==> src/rtl/nn_pkg.sv <==
// Shared types and constants for the Pi-to-network frame loader.
package nn_pkg;

    localparam logic [7:0] SYNC_BYTE = 8'hA5;

    typedef enum logic [2:0] {
        ST_IDLE = 3'd0,
        ST_ADDR = 3'd1,
        ST_LEN  = 3'd2,
        ST_DATA = 3'd3,
        ST_CSUM = 3'd4
    } loader_state_e;

    typedef enum logic [2:0] {
        ERR_NONE    = 3'd0,
        ERR_HEADER  = 3'd1,
        ERR_CSUM    = 3'd2,
        ERR_TIMEOUT = 3'd3,
        ERR_BUSY    = 3'd4
    } loader_err_e;

endpackage

==> src/rtl/nn_idle_timer.sv <==
// Counts consecutive enabled cycles; expired is high on the TIMEOUT-th one.
module nn_idle_timer #(
    parameter int TIMEOUT = 1024
) (
    input  logic pi_clk,
    input  logic rst_n,
    input  logic clear,
    input  logic enable,
    output logic expired
);

    localparam int CW = (TIMEOUT > 2) ? $clog2(TIMEOUT) : 1;

    logic [CW-1:0] cnt_q;
    logic [CW-1:0] cnt_d;

    assign expired = enable && !clear && (cnt_q == CW'(TIMEOUT - 1));

    always_comb begin
        cnt_d = cnt_q;
        if (clear || expired) begin
            cnt_d = '0;
        end else if (enable) begin
            cnt_d = cnt_q + 1'b1;
        end
    end

    // rst_n is active-high in this codebase despite its name.
    always_ff @(posedge pi_clk or posedge rst_n) begin
        if (rst_n) begin
            cnt_q <= '0;
        end else begin
            cnt_q <= cnt_d;
        end
    end

endmodule

==> src/rtl/nn_frame_loader.sv <==
// Parses framed GPIO bytes into memory writes and issues compute start pulses.
module nn_frame_loader
    import nn_pkg::*;
#(
    parameter int ADDR_W  = 4,
    parameter int TIMEOUT = 1024
) (
    input  logic              pi_clk,
    input  logic              rst_n,
    input  logic [7:0]        gpio_pin,
    input  logic              write_enable,
    input  logic              nn_busy,
    output logic              mem_we,
    output logic [ADDR_W-1:0] mem_addr,
    output logic [7:0]        mem_wdata,
    output logic              start,
    output logic              frame_ok,
    output logic              frame_err,
    output logic [2:0]        err_code,
    output logic              loader_busy,
    output logic [2:0]        dbg_state
);

    localparam int         DEPTH    = 2 ** ADDR_W;
    localparam int         CNT_W    = ADDR_W + 1;
    localparam logic [8:0] DEPTH9   = 9'(DEPTH);
    localparam logic [7:0] RSV_MASK = 8'h7F & ~8'((1 << ADDR_W) - 1);

    loader_state_e     state_q;
    logic              go_q;
    logic [ADDR_W-1:0] addr_q;
    logic [CNT_W-1:0]  cnt_q;
    logic [7:0]        xor_q;

    logic              mem_we_q;
    logic [ADDR_W-1:0] mem_addr_q;
    logic [7:0]        mem_wdata_q;
    logic              start_q;
    logic              frame_ok_q;
    logic              frame_err_q;
    loader_err_e       err_code_q;
    logic              loader_busy_q;

    logic              tmr_clear;
    logic              tmr_enable;
    logic              tmr_expired;
    logic [8:0]        room;
    logic              len_bad;
    logic              fault;
    loader_err_e       fault_code;

    assign tmr_clear  = (state_q == ST_IDLE) || write_enable;
    assign tmr_enable = (state_q != ST_IDLE) && !write_enable;

    nn_idle_timer #(
        .TIMEOUT(TIMEOUT)
    ) u_idle_timer (
        .pi_clk (pi_clk),
        .rst_n  (rst_n),
        .clear  (tmr_clear),
        .enable (tmr_enable),
        .expired(tmr_expired)
    );

    // Room left from the start address to the top of memory; LEN must fit.
    assign room    = DEPTH9 - 9'(addr_q);
    assign len_bad = (gpio_pin == 8'h00) || ({1'b0, gpio_pin} > room);

    // Busy conflict beats timeout, which beats byte-level errors.
    always_comb begin
        fault      = 1'b0;
        fault_code = ERR_NONE;
        if ((state_q != ST_IDLE) && nn_busy) begin
            fault      = 1'b1;
            fault_code = ERR_BUSY;
        end else if (tmr_expired) begin
            fault      = 1'b1;
            fault_code = ERR_TIMEOUT;
        end else if (write_enable) begin
            case (state_q)
                ST_ADDR: begin
                    if ((gpio_pin & RSV_MASK) != 8'h00) begin
                        fault      = 1'b1;
                        fault_code = ERR_HEADER;
                    end
                end
                ST_LEN: begin
                    if (len_bad) begin
                        fault      = 1'b1;
                        fault_code = ERR_HEADER;
                    end
                end
                ST_CSUM: begin
                    if (gpio_pin != xor_q) begin
                        fault      = 1'b1;
                        fault_code = ERR_CSUM;
                    end
                end
                default: ;
            endcase
        end
    end

    always_ff @(posedge pi_clk or posedge rst_n) begin
        if (rst_n) begin
            state_q       <= ST_IDLE;
            go_q          <= 1'b0;
            addr_q        <= '0;
            cnt_q         <= '0;
            xor_q         <= 8'h00;
            mem_we_q      <= 1'b0;
            mem_addr_q    <= '0;
            mem_wdata_q   <= 8'h00;
            start_q       <= 1'b0;
            frame_ok_q    <= 1'b0;
            frame_err_q   <= 1'b0;
            err_code_q    <= ERR_NONE;
            loader_busy_q <= 1'b0;
        end else begin
            mem_we_q    <= 1'b0;
            start_q     <= 1'b0;
            frame_ok_q  <= 1'b0;
            frame_err_q <= 1'b0;
            if (fault) begin
                frame_err_q   <= 1'b1;
                err_code_q    <= fault_code;
                state_q       <= ST_IDLE;
                loader_busy_q <= 1'b0;
            end else if (write_enable) begin
                case (state_q)
                    ST_IDLE: begin
                        if ((gpio_pin == SYNC_BYTE) && !nn_busy) begin
                            state_q       <= ST_ADDR;
                            loader_busy_q <= 1'b1;
                        end
                    end
                    ST_ADDR: begin
                        go_q    <= gpio_pin[7];
                        addr_q  <= gpio_pin[ADDR_W-1:0];
                        xor_q   <= gpio_pin;
                        state_q <= ST_LEN;
                    end
                    ST_LEN: begin
                        cnt_q   <= gpio_pin[CNT_W-1:0];
                        xor_q   <= xor_q ^ gpio_pin;
                        state_q <= ST_DATA;
                    end
                    ST_DATA: begin
                        mem_we_q    <= 1'b1;
                        mem_addr_q  <= addr_q;
                        mem_wdata_q <= gpio_pin;
                        addr_q      <= addr_q + 1'b1;
                        cnt_q       <= cnt_q - 1'b1;
                        xor_q       <= xor_q ^ gpio_pin;
                        if (cnt_q == CNT_W'(1)) begin
                            state_q <= ST_CSUM;
                        end
                    end
                    ST_CSUM: begin
                        frame_ok_q    <= 1'b1;
                        start_q       <= go_q;
                        err_code_q    <= ERR_NONE;
                        state_q       <= ST_IDLE;
                        loader_busy_q <= 1'b0;
                    end
                    default: begin
                        state_q       <= ST_IDLE;
                        loader_busy_q <= 1'b0;
                    end
                endcase
            end
        end
    end

    assign mem_we      = mem_we_q;
    assign mem_addr    = mem_addr_q;
    assign mem_wdata   = mem_wdata_q;
    assign start       = start_q;
    assign frame_ok    = frame_ok_q;
    assign frame_err   = frame_err_q;
    assign err_code    = err_code_q;
    assign loader_busy = loader_busy_q;
    assign dbg_state   = state_q;

endmodule

==> config.mk <==
export PLATFORM = sky130hd
export DESIGN_NAME = nn_frame_loader
export DESIGN_NICKNAME = d
export VERILOG_FILES = /design/src/rtl/nn_pkg.sv /design/src/rtl/nn_idle_timer.sv /design/src/rtl/nn_frame_loader.sv
export SDC_FILE = /design/constraint.sdc
export NUM_CORES = 1
export LEC_CHECK = 0
export ABC_AREA = 1
export BUFFER_PORTS_ARGS = -buffer_cell sky130_fd_sc_hd__clkbuf_2
export CAP_MARGIN = 20
export CORE_ASPECT_RATIO = 0.6
export CORE_UTILIZATION = 46
export DETAILED_ROUTE_END_ITERATION = 8
export GPL_ROUTABILITY_DRIVEN = 0
export PLACE_DENSITY_LB_ADDON = 0.1
export SYNTH_ARGS = -nofsm -noshare
export SYNTH_HDL_FRONTEND = slang
export SYNTH_SLANG_ARGS = --single-unit
==> constraint.sdc <==
create_clock -name pi_clk -period 4.29 [get_ports pi_clk]
set_input_delay 0.2145 -clock pi_clk [delete_from_list [all_inputs] [get_ports pi_clk]]
set_output_delay 0.2145 -clock pi_clk [all_outputs]
set_load 0.03 [all_outputs]
==> results of run 1 <==
-- cell families after synthesis --
group / after synthesis / share of synthesized area
AO/OA/AOI/OAI: 45 / 0.0939
XOR/XNOR: 9 / 0.0265
adder cells (fa/ha/maj): 10 / 0.0421
buffers and inverters: 55 / 0.0829
flip-flops: 51 / 0.429
AND/OR/NAND/NOR: 205 / 0.325
-- power breakdown --
group / switching, µW / internal (µW) / total [µW] / leakage, µW
clock network: 170 / 233 / 403 / 0.0000644
logic: 764 / 365 / 1130 / 0.00104
registers: 124 / 649 / 773 / 0.000663
-- per-stage QoR --
step	cell area [µm²]	worst slack, ps
finish	3360	1690
global route	3360	1450
CTS	3360	1700
detailed placement	3210	1700
global placement	3190	1800
floorplan	2970	2010
-- sequential cells by signal, indices dropped and copies added, names as in the netlist --
register and cells:
frame_ok 1, u_idle_timer.cnt_q 10, mem_we 1, addr_q 4, xor_q 8, loader_busy 1
mem_addr 4, start 1, frame_err 1, dbg_state 3, mem_wdata 8, err_code 3
cnt_q 5, go_q 1
-- critical path, delay by kind of cell, from the launching register on --
family          cells  cell delay, ps
fa+ha+maj           2             520
simple gates       11            1040
xor+xnor            1             150
buf+inv             3             260
compound gates      1              60
flops               1             450
-- cell type report --
class                      count  area, µm²  area share
multi-input combinational    269       1450       0.431
sequential                    51       1280       0.380
timing repair buffer          36        200      0.0596
inverter                      49        191      0.0570
tap                           84        105      0.0313
clock buffer                   5       68.8      0.0205
clock inverter                 3       67.6      0.0201
-- cells in the mapped netlist (all sizes together) --
cell type  count
buf            4
o21ai         38
nor2          30
o41ai          1
a21oi          4
nand4         10
xor2           6
ha            10
o31ai          1
xnor2          3
dfrtp         51
nor3b          5
clkbuf         2
nor3           3
o21bai         1
nand2        136
nand3         21
inv           49
-- repair_timing --
item                                    in CTS  in global routing
hold endpoints to repair                    24                  0
hold buffers                                 1                  0
endpoints found under the setup margin       0                  0
-- layer usage --
layer | up-vias | track usage | part of all wire
met5 | - | 0 | 0
met4 | 0 | 0.0417 | 0.0081
met3 | 7 | 0.0439 | 0.068
met2 | 79 | 0.272 | 0.37
met1 | 1107 | 0.349 | 0.55
li1 | 1261 | - | -
-- how the worst max path moves through the flow --
stage	slack, ps	endpoint	from	cells after the start
final	1690	mem_addr[0]	addr_q[0]	18
after global routing	1450	cnt_q[3]	addr_q[0]	18
after CTS	1700	mem_addr[1]	addr_q[0]	18
after detailed placement	1700	mem_addr[1]	addr_q[0]	18
after global placement	1800	mem_wdata[7]	addr_q[0]	18
after floorplan	2010	mem_addr[3]	addr_q[0]	19
==> metrics.md, run 1 <==
| Metric | Value |
|---|---|
| Std-Cell Core Area | `0.00617 mm²` |
| Post-CTS Setup Bufs | `0` |
| Crit-path cells | `inv_1 -> ha_1 -> xor2_1 -> ha_1 -> nand2_1 -> inv_1 -> nand2_1 -> nand3_1 -> nand2_1 -> nand2_1 -> nand2_1 -> nand2_1 -> nand2_2 -> nand2_8 -> inv_8 -> nand2_4 -> nand2_1 -> o21ai_2` |
| Number of max-cap violations | `0` |
| Post-DP HPWL | `5090 µm` |
| CTS clock-pin slew for the worst setup and hold paths | `100 ps` |
| Run status | `complete, no violations` |
| Syn-to-layout area delta | `13.0%` |
| Max clock buf depth | `2` |
| Gate Count Post-Synth | `about 380` |
| Syn Area/Cell | `7.92 µm²` |
| Setup violations, final | `0` |
| TritonCTS clock tree | `done` |
| Clock sink count | `51` |
| Final min period | `2600 ps` |
| Initial Util | `0.482` |
| P_leak | `roughly 0.0018 µW` |
| Routed Antenna Nets | `0` |
| Dpl cells | `a little under 500` |
| Worst Tran Pin Value | `1040 ps` |
| RSZ-0062 raised after global routing | `false` |
| Worst-skew pair later-pin latency | `310 ps` |
| Vias in the first global route | `2,148` |
| CP startpoint kind | `flip-flop` |
| Die Y | `64.3 µm` |
| Drt pass-1 iters | `5` |
| Filler instances | `613` |
| PortBufs | `34` |
| Final setup TNS | `0 ps` |
| Ports | `35` |
| Hold Crit Class | `in -> reg` |
| Critical path arrival | `~2800 ps` |
| Worst hold slack | `around 200 ps` |
| Crit share post-route | `0.606` |
| CP required | `4490 ps` |
| Most frequent cells in the layout | `nand2_1 (123), dfrtp_1 (51), inv_1 (37)` |
| Largest net degree at the start of global routing | `28` |
| Crit path top cell by count | `nand2_1` |
| Die W | `106 µm` |
| # nets final | `approximately 430` |
| Total power | `2310 µW` |
| Mapped Area | `0.00297 mm²` |
| Num rows | `22` |
| Non-Filler Instances | `497` |
| Total GRT Usage | `0.211` |
| Post-synth cell types | `33` |
| Worst R2R Start | `addr_q[0]` |
| Crit Path Max Fanout | `25` |
| First-pass GRT wire length | `11,000 µm` |
| Grt total ovfl | `0` |
| CTS H-Tree Depth | `2` |
| Root Buffer | `clkbuf_8` |
| Commonest non-fill, non-tap cell in the layout | `nand2_1` |
| DR DRC count | `0` |
| Syn Nets | `397` |
| Worst stage delay on the critical path | `450 ps` |
| Die area | `0.00680 mm²` |
| Register area share after synthesis | `0.429` |
| Rel. slew slack | `0.297` |
| Fmax | `0.385 GHz` |
| Ant. Diodes | `0` |
| Layout cells sized above 1 | `0.223` |
| Worst reg2reg setup slack | `1690 ps` |
| Vias/cell | `~5` |
| Final Util | `0.545` |
| Reg2Reg Depth | `18` |
| Worst path slowest cell | `dfrtp_1` |
| Final Hold Violating Endpoints | `0` |
| WL per Instance | `13.2 µm` |
| Power Dens Cells | `slightly below 700 mW/mm²` |
| CTS Buf Count | `5` |
| Routed wire length | `6540 µm` |
| Worst R2R End | `mem_addr[0]` |
| DRT iter0 DRCs | `161` |
| Yosys warnings | `0` |
| Top-area cell type share of the netlist area | `0.429` |
| Critical path class | `reg -> reg` |
| Cts repair resizes | `0` |
| Yosys reg bits | `51` |
| Area contributors post-synth | `dfrtp_1 (43%), nand2_1 (16%), inv_1 (4.8%)` |
| Slew Limit Fails | `0` |
| Hold Crit Endpoint | `mem_wdata[6]` |
| Peak supply drop | `between 0.3 and 0.4 mV` |
| Antenna violations before repair | `0` |
| Hold Path Origin | `gpio_pin[6]` |
| Vias | `2,454` |
| Worst Clk Skew | `6.34 ps` |
| Yosys top cell by area | `dfrtp_1` |
| Hold path cells | `3` |
| Setup crit end kind | `flip-flop` |
(Power assumes the default switching activity.)
==> run 2, diff against run 1 <==
Settings changed: ABC_AREA 1 to 0.
Clock period 4.29 ns to 2.4 ns, I/O delays scaled along.
==> metrics.md, run 2 <==
| Metric | Value |
|---|---|
| Yosys reg bits | `51 (unchanged)` |
| Final Util | `0.589 (was 0.545)` |
| Commonest non-fill, non-tap cell in the layout | `dfrtp_1 (was nand2_1)` |
| Syn-to-layout area delta | `22.3% (was 13.0%)` |
| Delay-heaviest family, CP | `simple AND/OR/NAND/NOR gates (unchanged)` |
| RSZ-0062 raised after global routing | `true (was false)` |
| PortBufs | `34 (unchanged)` |
| Ant. Diodes | `0 (unchanged)` |
| Die W | `106 µm (about the same)` |
| Crit path buffers/inverters | `2 (was 3)` |
| Layout cells sized above 1 | `0.306 (was 0.223)` |
| Syn Area/Cell | `9.75 µm² (was 7.92 µm²)` |
| Final Hold Violating Endpoints | `0 (unchanged)` |
| Worst stage delay on the critical path | `410 ps (was 450 ps)` |
| Critical path arrival | `2820 ps (was 2800 ps)` |
| Sequential Area | `0.00128 mm² (unchanged)` |
| Top-area cell type share of the netlist area | `0.429 (about the same)` |
| Die area | `0.00680 mm² (about the same)` |
| Ports | `35 (unchanged)` |
| CTS Buf Count | `5 (unchanged)` |
| Final setup margin | `-214 ps (was 1690 ps)` |
| Final min period | `2610 ps (was 2600 ps)` |
| Vias/cell | `5.57 (was 4.94)` |
| Drt pass-1 iters | `4 (was 5)` |
| Hold Path Origin | `write_enable (was gpio_pin[6])` |
| TritonCTS clock tree | `done (unchanged)` |
| Total GRT Usage | `0.237 (was 0.211)` |
| Worst hold slack | `120 ps (was 199 ps)` |
| Max clock buf depth | `2 (unchanged)` |
| Routed wire length | `7590 µm (was 6540 µm)` |
| Share of flip-flops with an asynchronous set or reset | `1.00 (unchanged)` |
| Filler instances | `549 (was 613)` |
| Vias | `2,450 (was 2,454)` |
| Number of flip-flops in the largest register | `10 (unchanged)` |
| Initial Util | `0.482 (about the same)` |
| Syn Nets | `327 (was 397)` |
| # nets final | `377 (was 434)` |
| Power Dens Cells | `1220 mW/mm² (was 686 mW/mm²)` |
| Hold path cells | `2 (was 3)` |
| Grt total ovfl | `0 (unchanged)` |
| Peak supply drop | `0.501 mV (was 0.360 mV)` |
| Worst reg2reg setup slack | `-210 ps (was 1690 ps)` |
| CP required | `2610 ps (was 4490 ps)` |
| Num rows | `22 (unchanged)` |
| Yosys warnings | `0 (unchanged)` |
| Setup violations, final | `25 (was 0)` |
| Rel. slew slack | `0.477 (was 0.297)` |
| DRT iter0 DRCs | `174 (was 161)` |
| Vias in the first global route | `2,369 (was 2,148)` |
| Clock sink count | `51 (unchanged)` |
| Routed Antenna Nets | `0 (unchanged)` |
| Post-DP HPWL | `5560 µm (was 5090 µm)` |
| Die Y | `64.3 µm (about the same)` |
| Most frequent cells after synthesis | `dfrtp_1 (51), nor2_1 (21), nand2_1 (20), a21oi_1 (19), nor3_1 (17) (was nand2_1 (123), dfrtp_1 (51), inv_1 (38), nor2_1 (22), o21ai_0 (19))` |
| Setup crit end kind | `flip-flop (unchanged)` |
| Gate Count Post-Synth | `305 (was 375)` |
| Crit share post-route | `1.09 (was 0.606)` |
| Post-synth cell types | `57 (was 33)` |
| Reg2Reg Depth | `10 (was 18)` |
| Slew Limit Fails | `0 (unchanged)` |
| Final instance area | `0.00363 mm² (was 0.00336 mm²)` |
| Worst Clk Skew | `7.53 ps (was 6.34 ps)` |
| Multi-input gate area | `0.00166 mm² (was 0.00145 mm²)` |
| CP startpoint kind | `flip-flop (unchanged)` |
| Yosys top cell by area | `dfrtp_1 (unchanged)` |
| Failing checks | `setup timing` |
| Area contributors post-synth | `dfrtp_1 (43%), ha_1 (4.2%), xor2_1 (3.5%) (was dfrtp_1 (43%), nand2_1 (16%), inv_1 (4.8%))` |
| Root Buffer | `clkbuf_8 (unchanged)` |
| Run status | `complete, but fails checks (was complete, no violations)` |
| CTS clock-pin slew for the worst setup and hold paths | `90 ps (was 100 ps)` |
| DR DRC count | `0 (unchanged)` |
| Total power | `4440 µW (was 2310 µW)` |
| Hold Crit Endpoint | `u_idle_timer.cnt_q[6] (was mem_wdata[6])` |
| Worst R2R End | `xor_q[0] (was mem_addr[0])` |
| Most frequent cells in the layout | `dfrtp_1 (51), clkbuf_2 (34), buf_4 (22) (was nand2_1 (123), dfrtp_1 (51), inv_1 (37))` |
| Crit Path Max Fanout | `11 (was 25)` |
| Worst-skew pair later-pin latency | `310 ps (about the same)` |
| Count leader, synth | `dfrtp_1 (was nand2_1)` |
| Post-DP Area | `0.00339 mm² (was 0.00321 mm²)` |
| Crit-path cells | `inv_1 -> ha_2 -> or3b_4 -> ha_4 -> nand4_1 -> o221a_4 -> o21ai_4 -> buf_12 -> nor3_1 -> nor4_1 (was inv_1 -> ha_1 -> xor2_1 -> ha_1 -> nand2_1 -> inv_1 -> nand2_1 -> nand3_1 -> nand2_1 -> nand2_1 -> nand2_1 -> nand2_1 -> nand2_2 -> nand2_8 -> inv_8 -> nand2_4 -> nand2_1 -> o21ai_2)` |
| Hold Crit Class | `in -> reg (unchanged)` |
| First-pass GRT wire length | `12,300 µm (was 11,000 µm)` |
| Antenna violations before repair | `0 (unchanged)` |
| Top reg by flops | `u_idle_timer.cnt_q (unchanged)` |
| Number of max-cap violations | `0 (unchanged)` |
| Worst path slowest cell | `dfrtp_1 (unchanged)` |
| Std-Cell Core Area | `0.00617 mm² (unchanged)` |
| Critical path class | `reg -> reg (unchanged)` |
| Mapped Area | `0.00297 mm² (about the same)` |
| Register area share after synthesis | `0.429 (about the same)` |
| Post-synth EDFFs | `0 (unchanged)` |
| Place WS | `-123 ps (was 1700 ps)` |
| WL per Instance | `17.2 µm (was 13.2 µm)` |
| P_leak | `0.00161 µW (was 0.00177 µW)` |
| Worst R2R Start | `addr_q[1] (was addr_q[0])` |
| CTS H-Tree Depth | `2 (unchanged)` |
| Worst Tran Pin Value | `784 ps (was 1040 ps)` |
| Largest net degree at the start of global routing | `52 (was 28)` |
| Fmax | `0.382 GHz (was 0.385 GHz)` |
| Synth Flop Type | `dfrtp_1 (unchanged)` |
## run 2: worst max-delay path by stage
stage | from | end | depth (start not counted)
floorplan | addr_q[0] | xor_q[1] | 10
global placement | addr_q[0] | xor_q[1] | 10
detailed placement | addr_q[1] | xor_q[3] | 10
CTS | addr_q[1] | xor_q[0] | 10
global route | addr_q[1] | xor_q[1] | 10
finish | addr_q[1] | xor_q[0] | 10
## run 2: worst reg2reg max path, cell delays in order (launching register included)
cell and delay (ps):
dfrtp_1 410, inv_1 70, ha_2 170, or3b_4 380, ha_4 280, nand4_1 170
o221a_4 300, o21ai_4 240, buf_12 170, nor3_1 60, nor4_1 260
## run 2: through the flow
stage,instances,setup TNS (ps)
after floorplan,305,-794
after global placement,429,-537
after detailed placement,429,-1220
after CTS,439,-1230
after global routing,440,-5630
final,440,-3280
## run 2: final cells by class
class,count,area share
inverters,16,0.0165
flip-flops and latches,51,0.351
clock buffers,6,0.0227
repair buffers,62,0.115
clock inverters,2,0.00964
multi-input cells,219,0.456
well taps,84,0.0289
## run 2: cell families (layout without fill, tap and decap cells)
| family | Yosys count | in the layout | synth area share |
|---|---|---|---|
| AO/OA/AOI/OAI | 64 | 64 | 0.151 |
| adder cells (fa/ha/maj) | 10 | 10 | 0.0421 |
| multiplexers | 14 | 14 | 0.0522 |
| buffers and inverters | 35 | 86 | 0.0568 |
| AND/OR/NAND/NOR | 114 | 114 | 0.219 |
| XOR/XNOR | 17 | 17 | 0.0501 |
| flip-flops | 51 | 51 | 0.429 |
## run 2: what timing repair did
item / CTS / global route
setup buffers: 1 / 1
resized for setup: 5 / 15
pin swaps: 5 / 3
hold buffers: 1 / 0
endpoints found under the hold margin: 51 / 0
endpoints found under the setup margin: 20 / 25
## run 2: per-layer routing
metal	routed length, µm	GRT usage	vias up	part of all wire
li1	-	-	1205	-
met1	4010	0.384	1169	0.53
met2	2970	0.318	69	0.39
met3	539	0.0378	7	0.071
met4	62	0.0573	0	0.0082
met5	0	0	-	0
## run 2: where the power goes
part / switching [µW] / internal, µW
combinational: 1370 / 1040
clock: 284 / 338
sequential: 256 / 1140
==> run 3, diff against run 2 <==
Settings changed: RECOVER_POWER set to 25.
==> metrics.md, run 3 (synthesis gave the netlist of run 2 again) <==
| Metric | Value |
|---|---|
| Slew Limit Fails | `0 (unchanged)` |
| Number of flip-flops in the largest register | `10 (unchanged)` |
| Grt total ovfl | `0 (unchanged)` |
| DR DRC count | `0 (unchanged)` |
| Final min period | `2620 ps (was 2610 ps)` |
| Reg2Reg Depth | `10 (unchanged)` |
| Vias/cell | `5.60 (was 5.57)` |
| Std-Cell Core Area | `0.00617 mm² (unchanged)` |
| Total GRT Usage | `0.237 (unchanged)` |
| Setup crit end kind | `flip-flop (unchanged)` |
| Drt pass-1 iters | `4 (unchanged)` |
| Dpl cells | `429 (unchanged)` |
| Antenna violations before repair | `0 (unchanged)` |
| Hold Crit Class | `in -> reg (unchanged)` |
| Crit Path Max Fanout | `11 (unchanged)` |
| Vias | `2,466 (was 2,450)` |
| Initial Util | `0.482 (unchanged)` |
| PortBufs | `34 (unchanged)` |
| CP Capture Point | `xor_q[0] (unchanged)` |
| Clock sink count | `51 (unchanged)` |
| DRT iter0 DRCs | `177 (was 174)` |
| Worst R2R End | `xor_q[0] (unchanged)` |
| Num rows | `22 (unchanged)` |
| # nets final | `377 (unchanged)` |
| CTS Buf Count | `5 (unchanged)` |
| RSZ-0062 raised after global routing | `true (unchanged)` |
| Setup violations, final | `25 (unchanged)` |
| CTS H-Tree Depth | `2 (unchanged)` |
| Die W | `106 µm (unchanged)` |
| Routed wire length | `7570 µm (was 7590 µm)` |
| Routed Antenna Nets | `0 (unchanged)` |
| Hold path cells | `2 (unchanged)` |
| Worst reg2reg setup slack | `-220 ps (was -210 ps)` |
| Rel. slew slack | `0.149 (was 0.477)` |
| Worst Tran Pin Value | `1280 ps (was 784 ps)` |
| Layout cells sized above 1 | `0.247 (was 0.306)` |
| Post-DP HPWL | `5560 µm (unchanged)` |
| Root Buffer | `clkbuf_8 (unchanged)` |
| Die area | `0.00680 mm² (unchanged)` |
| Fmax | `0.382 GHz (about the same)` |
| Critical path class | `reg -> reg (unchanged)` |
| Most frequent cells in the layout | `dfrtp_1 (51), nor2_1 (21), buf_4 (21) (was dfrtp_1 (51), clkbuf_2 (34), buf_4 (22))` |
| Ports | `35 (unchanged)` |
| Crit share post-route | `1.09 (about the same)` |
| Failing checks | `setup timing (unchanged)` |
| Number of max-cap violations | `0 (unchanged)` |
| Non-Filler Instances | `440 (unchanged)` |
| CTS clock-pin slew for the worst setup and hold paths | `90 ps (about the same)` |
| TritonCTS clock tree | `done (unchanged)` |
| Final setup margin | `-218 ps (was -214 ps)` |
| Ant. Diodes | `0 (unchanged)` |
| First-pass GRT wire length | `12,300 µm (unchanged)` |
| CP startpoint kind | `flip-flop (unchanged)` |
| Final Hold Violating Endpoints | `0 (unchanged)` |
| Total power | `4410 µW (was 4440 µW)` |
| Commonest non-fill, non-tap cell in the layout | `dfrtp_1 (unchanged)` |
| WL per Instance | `17.2 µm (about the same)` |
| Top reg by flops | `u_idle_timer.cnt_q (unchanged)` |
| Worst-skew pair later-pin latency | `310 ps (about the same)` |
| Worst R2R Start | `addr_q[1] (unchanged)` |
| Vias in the first global route | `2,369 (unchanged)` |
| Critical path startpoint | `addr_q[1] (unchanged)` |
| Worst Clk Skew | `7.94 ps (was 7.53 ps)` |
| Run status | `complete, but fails checks (unchanged)` |
| Power Dens Cells | `1220 mW/mm² (about the same)` |
| Max clock buf depth | `2 (unchanged)` |
| Largest net degree at the start of global routing | `52 (unchanged)` |
| Die Y | `64.3 µm (unchanged)` |
| Syn-to-layout area delta | `21.3% (was 22.3%)` |
| P_leak | `0.00155 µW (was 0.00161 µW)` |
| Peak supply drop | `0.495 mV (was 0.501 mV)` |
| Critical path arrival | `2820 ps (about the same)` |
| CP required | `2610 ps (about the same)` |
-- run 3: per-layer routing --
layer | vias to the layer above | GRT usage | share of wire
li1 | 1203 | - | -
met1 | 1184 | 0.384 | 0.53
met2 | 72 | 0.318 | 0.39
met3 | 7 | 0.0378 | 0.064
met4 | 0 | 0.0573 | 0.0082
met5 | - | 0 | 0
-- run 3: where the power goes --
part | internal (µW) | switching (µW)
Clock | 338 | 285
Combinational | 1010 | 1380
Sequential | 1140 | 254
Total | 2490 | 1920
-- run 3: worst max-delay path, cell delays in order (launching register included) --
cell and delay (ps):
dfrtp_1 410, inv_1 70, ha_2 170, or3b_4 380, ha_4 280, nand4_1 170, o221a_4 300, o21ai_4 240
buf_12 170, nor3_1 50, nor4_1 260
-- run 3: timing repair --
| action | 4_1_cts | 5_1_grt |
|---|---|---|
| hold buffers | 1 | 0 |
| resized for setup | 5 | 15 |
| hold endpoints to repair | 51 | 0 |
| gates cloned | 0 | 0 |
| setup buffers | 1 | 1 |
| endpoints found under the setup margin | 20 | 25 |
| pin swaps | 5 | 3 |
-- run 3: how the worst min path moves through the flow --
stage                      start                     to  slack (ps)
floorplan            gpio_pin[7]           mem_wdata[7]         270
finish              write_enable  u_idle_timer.cnt_q[6]         120
CTS                 write_enable  u_idle_timer.cnt_q[6]         110
global placement           rst_n              frame_err         320
global route        write_enable  u_idle_timer.cnt_q[8]         140
detailed placement         rst_n              frame_err         320
-- run 3: layout make-up --
type	count	area (µm²)
clock buffers	6	82.6
repair buffers	62	392
well taps	84	105
inverters	16	60.1
fillers	563	2560
multi-input cells	219	1660
flip-flops and latches	51	1280
clock inverters	2	35.0
-- run 3: through the flow --
stage                     setup WS, ps  instance area, µm²  utilization  setup TNS, ps  hold slack (ps)
after floorplan                  -99.6                3010            -           -794              270
after global placement           -62.1                3390        0.549           -537              323
after detailed placement          -123                3390        0.549          -1220              318
after CTS                         -102                3540        0.574          -1230              112
after global routing              -298                3610        0.585          -5630              136
final                             -218                3610        0.585          -3360              121
